### src/rtl/seq_det_pkg.sv
// Shared types and helpers for the parametrised sequence detector family.
// Upper bound on PAT_W supported by len_mask is MAX_PAT_W.
package seq_det_pkg;

  localparam int MAX_PAT_W = 32;

  typedef enum logic {
    IDLE = 1'b0,
    RUN  = 1'b1
  } state_t;

  // Mask with the low 'len' bits set; callers slice it down to their own width.
  function automatic logic [MAX_PAT_W-1:0] len_mask(input int unsigned len);
    logic [63:0] tmp;
    if (len >= MAX_PAT_W) begin
      return '1;
    end
    tmp = (64'd1 << len) - 64'd1;
    return tmp[MAX_PAT_W-1:0];
  endfunction

endpackage

### src/rtl/sat_counter.sv
// Saturating up-counter with synchronous clear; holds at all-ones instead of wrapping.
// Clear has priority over increment.
module sat_counter #(
  parameter int W = 8
) (
  input  logic         clk,
  input  logic         rst,
  input  logic         clr,
  input  logic         inc,
  output logic [W-1:0] count
);

  always_ff @(posedge clk or posedge rst) begin
    if (rst) begin
      count <= '0;
    end else if (clr) begin
      count <= '0;
    end else if (inc && (count != '1)) begin
      count <= count + 1'b1;
    end
  end

endmodule

### src/rtl/seq_detector_param.sv
// Run-time configurable serial pattern detector: Mealy match, registered match and
// saturating match count. One bit per clock, no back-pressure.
module seq_detector_param
  import seq_det_pkg::*;
#(
  parameter  int PAT_W = 8,
  parameter  int CNT_W = 8,
  localparam int LEN_W = $clog2(PAT_W + 1)
) (
  input  logic             clk,
  input  logic             rst,
  input  logic             cfg_load,
  input  logic [PAT_W-1:0] cfg_pat,
  input  logic [LEN_W-1:0] cfg_len,
  input  logic             cfg_overlap,
  input  logic             x_in,
  input  logic             in_valid,
  output logic             out,
  output logic             out_q,
  output logic [CNT_W-1:0] match_cnt,
  output logic             busy,
  output logic             cfg_err
);

  state_t           state, state_nx;
  logic [PAT_W-1:0] pat_q;
  logic [LEN_W-1:0] len_q;
  logic             ovl_q;
  logic [PAT_W-2:0] hist, hist_nx;
  logic [LEN_W-1:0] fill, fill_nx;

  logic                 cfg_legal;
  logic [MAX_PAT_W-1:0] full_mask;
  logic [PAT_W-1:0]     mask;
  logic [PAT_W-1:0]     cand;
  logic                 enough_bits;
  logic                 hit;
  logic                 cnt_clr;

  assign cfg_legal   = (cfg_len != '0) && (cfg_len <= LEN_W'(PAT_W));
  assign full_mask   = len_mask(32'(len_q));
  assign mask        = full_mask[PAT_W-1:0];
  assign cand        = {hist, x_in};
  assign enough_bits = (fill + LEN_W'(1)) >= len_q;

  // A load in the same cycle as a valid bit discards the bit, so it can never match.
  assign hit = (state == RUN) && in_valid && !cfg_load && enough_bits &&
               (((cand ^ pat_q) & mask) == '0);

  always_comb begin
    state_nx = state;
    hist_nx  = hist;
    fill_nx  = fill;
    cnt_clr  = 1'b0;
    out      = hit;
    busy     = (state == RUN);
    if (cfg_load) begin
      state_nx = cfg_legal ? RUN : IDLE;
      hist_nx  = '0;
      fill_nx  = '0;
      cnt_clr  = cfg_legal;
    end else if ((state == RUN) && in_valid) begin
      hist_nx = cand[PAT_W-2:0];
      fill_nx = (fill == LEN_W'(PAT_W - 1)) ? fill : fill + LEN_W'(1);
      // Non-overlapping mode restarts the window; stale hist bits are masked by fill.
      if (hit && !ovl_q) begin
        fill_nx = '0;
      end
    end
  end

  always_ff @(posedge clk or posedge rst) begin
    if (rst) begin
      state   <= IDLE;
      hist    <= '0;
      fill    <= '0;
      out_q   <= 1'b0;
      cfg_err <= 1'b0;
      pat_q   <= '0;
      len_q   <= '0;
      ovl_q   <= 1'b0;
    end else begin
      state <= state_nx;
      hist  <= hist_nx;
      fill  <= fill_nx;
      out_q <= hit;
      if (cfg_load) begin
        cfg_err <= !cfg_legal;
        if (cfg_legal) begin
          pat_q <= cfg_pat;
          len_q <= cfg_len;
          ovl_q <= cfg_overlap;
        end
      end
    end
  end

  sat_counter #(.W(CNT_W)) u_match_cnt (
    .clk   (clk),
    .rst   (rst),
    .clr   (cnt_clr),
    .inc   (hit),
    .count (match_cnt)
  );

endmodule
### config.mk
export PLATFORM = sky130hd
export DESIGN_NAME = seq_detector_param
export DESIGN_NICKNAME = d
export VERILOG_FILES = /design/src/rtl/seq_det_pkg.sv /design/src/rtl/sat_counter.sv /design/src/rtl/seq_detector_param.sv
export SDC_FILE = /design/constraint.sdc
export NUM_CORES = 1
export LEC_CHECK = 0
export ABC_AREA = 1
export CAP_MARGIN = 20
export CORE_AREA = 2 2 64 81
export CTS_CLUSTER_DIAMETER = 100
export DETAILED_ROUTE_END_ITERATION = 10
export DIE_AREA = 0 0 66 83
export GPL_TIMING_DRIVEN = 0
export PLACE_DENSITY = 0.74
export SLEW_MARGIN = 25
export SYNTH_ARGS = -nofsm -noshare
export SYNTH_HDL_FRONTEND = slang
export SYNTH_HIERARCHICAL = 1
export SYNTH_SLANG_ARGS = --single-unit
### constraint.sdc
create_clock -name clk -period 2.3 [get_ports clk]
set_input_delay 0.345 -clock clk [delete_from_list [all_inputs] [get_ports clk]]
set_output_delay 0.345 -clock clk [all_outputs]
set_load 0.02 [all_outputs]
==> results.cfg <==
[run_status]
status = complete, but fails checks
violations = negative setup slack

[synth]
synth.most_common_cell = nand2_1
syn_nets = 292
ys_ff_latch = 35
netlist_instances = 267
async_flop_share = 1.000
yosys.area.top_type = dfrtp_1
ys_seq_area_frac = 0.4313
synth-edff-count = 0
netlist_top_cells_area = dfrtp_1 43%, nand2_1 16%, inv_1 7.2%, nor2_1 4.4%, ha_1 4.3%
synthTopCellsByCount = 84 x nand2_1, 39 x inv_1, 35 x dfrtp_1, 24 x nor2_1, 14 x nand3_1
synth_ff_type = dfrtp_1
yosysWarnings = 6
netlist_area_um2 = 2031
synth_top_area_frac = 0.4313
syn_avg_cell_area_um2 = 7.606
ys_types = 29

[timing]
timing.fmax_mhz = 417.5
clock-skew-final_ns = 0.005261
grt_setup_unrepaired = true
min_period_ns = 2.395
final_max_slew_viol_count = 0
worst_pin_slew_ns = 0.5840
min_period_over_period = 1.041
slew_headroom = 0.6101
finalSetupViolCount = 3
tns_ns = -0.1041
worst_slack_ns = -0.09529
finalHoldViolCount = 0

[detailed_routing]
via_per_inst = 4.893
drt-pass1-iter-count = 4
drc_errors = 0
drt_iter0_markers = 66
antenna_left = 0
num_vias = 1830
drt-total-wl_um = 4796
wire_per_inst_um = 12.82

[critical_path]
crit_arrival_ns = 2.05
start_kind = flip-flop
endpoint_kind = primary output
r2r_start = fill[0]
crit_start = fill[0]
path_class = reg2out
crit_fanout = 3
required_ns = 1.96
reg2regPathDepth = 15

[pwr]
p_clk_frac = 0.354
power.switching_uw = 575.3
power_frac_comb = 0.268
p_leak_uw = 0.001328
seq_power_share = 0.378
ir_drop_mv = 0.3710
p_sw_frac = 0.3039
internal-power_uw = 1318
power_density_nw_per_um2 = 673.4

[clocking]
cts_max_level = 2
cts_buffer_depth = 2
postCtsHoldBufs = 0
clk_pin_slew_ns = 0.08
cts_tree = done
cts_root_buffer = clkbuf_8
cts.sinks = 35
clock_latency_ns = 0.29
cts_buffers = 5

[floorplan]
coreArea_um2 = 4695
dieArea_um2 = 5478
die_h_um = 83
ios = 30
dieWidth_um = 66
rows = 28
initial_utilization = 0.4326

[final_layout]
seq_area_um2 = 878.3
drive_gt1_frac = 0.2325
multiInputGateArea_um2 = 1171
area_growth_pct = 38.45
final_util = 0.5989
finalNetCount = 338
fillers = 434
antennaDiodeCount = 0

[place]
hpwl_um = 3304
io_buffers = 29
gp_congestion = 0.8508

[global_routing]
gr-usage-all-layers = 0.1809
grt_pass1_vias = 1778
antenna_found_initial = 0
grt_pass1_wl_um = 7769
grt-ovfl-total = 0
grt_max_degree = 28

[flow_run]
cap_violations = 0

[worst_hold_path]
hold_class = in2async
==> worst max-delay path, cell delays in order, from the launching register on <==
cell	delay, ns
dfrtp_1	0.41
buf_4	0.15
nand3_4	0.09
xnor2_4	0.17
ha_4	0.30
nand2_4	0.06
o21ai_4	0.14
nor2_4	0.07
nor3_4	0.21
buf_6	0.15
==> logic make-up after synthesis <==
logic type,Yosys count,synth area share
flip-flops,35,0.4313
adder cells (fa/ha/maj),7,0.04313
AND/OR/NAND/NOR,146,0.3272
buffers and inverters,44,0.08441
XOR/XNOR,8,0.03451
AO/OA/AOI/OAI,27,0.07949
==> metrics by stage <==
stage               hold slack [ns]  instances  instance area, µm²  setup WS [ns]  power (µW)
finish                       0.3433        374                2811       -0.09529        1893
global route                 0.3821        374                2811        -0.1901        2007
CTS                          0.3295        370                2601       -0.09830        1790
detailed placement           0.4961        356                2407        -0.5510        1088
global placement             0.4823        356                2407        -0.5334        1075
floorplan                    0.1607        267                2042        0.02262       976.6
==> area by class of cell <==
class / instances / area share
clock buffer: 5 / 0.02448
timing repair buffer: 39 / 0.1331
sequential: 35 / 0.3124
multi-input combinational: 188 / 0.4166
inverter: 42 / 0.05964
clock inverter: 3 / 0.02403
buffer: 2 / 0.003115
tap: 60 / 0.02670
==> power by group through the flow <==
stage,registers [µW],clock network (µW),logic [µW]
after floorplan,719,0,257
final,716,671,507
after CTS,710,683,397
after global placement,723,0,352
after global routing,722,715,571
after detailed placement,726,0,362
==> path summary, 6_finish.rpt <==
path / to / slack, ns
worst max-delay path: out / -0.1
worst min-delay path: u_match_cnt/count[0] / 0.34
worst max register to register: u_match_cnt/count[7] / -0.01
worst min register to register: pat_q[4] / 0.51
max in group asynchronous: len_q[1] / 1.42
min in group clk: pat_q[4] / 0.51
==> registers in the layout (all words and copies together), names as in the netlist, 4 cells and up <==
signal	flops
fill	4
len_q	4
pat_q	8
u_match_cnt/count	8
hist	7
==> per-layer routing <==
layer | wire, µm | up-vias | part of all wire | track usage
li1 | - | 925 | - | -
met1 | 2049 | 856 | 0.43 | 0.2312
met2 | 2455 | 44 | 0.51 | 0.3021
met3 | 235 | 5 | 0.049 | 0.03523
met4 | 55 | 0 | 0.011 | 0.06122
met5 | 0 | - | 0 | 0
==> layout by cell type (no fill, tap or decap), types with 3 or more instances in the layout <==
cell	Yosys	routed
nor2_1	24	17
clkbuf_8	0	5
nand3_1	14	11
nand2_4	2	3
dfrtp_1	35	33
nand3_2	1	3
nand2_1	84	78
ha_1	7	3
clkdlybuf4s50_1	0	28
xor2_1	5	5
a21oi_4	1	3
o21ai_0	11	10
buf_4	0	8
buf_6	0	3
nor2_4	3	5
inv_2	2	3
nand2_2	7	12
nor2_2	4	9
ha_4	0	4
o22ai_1	7	7
inv_1	39	37
==> timing repair <==
item | in CTS | in global routing
setup endpoints to repair | 9 | 9
setup buffers | 6 | 4
pin swaps | 1 | 13
cloned | 0 | 0
gates resized for setup | 12 | 36
hold endpoints to repair | 0 | 0
Note: power is estimated with default switching activity, not from simulation.
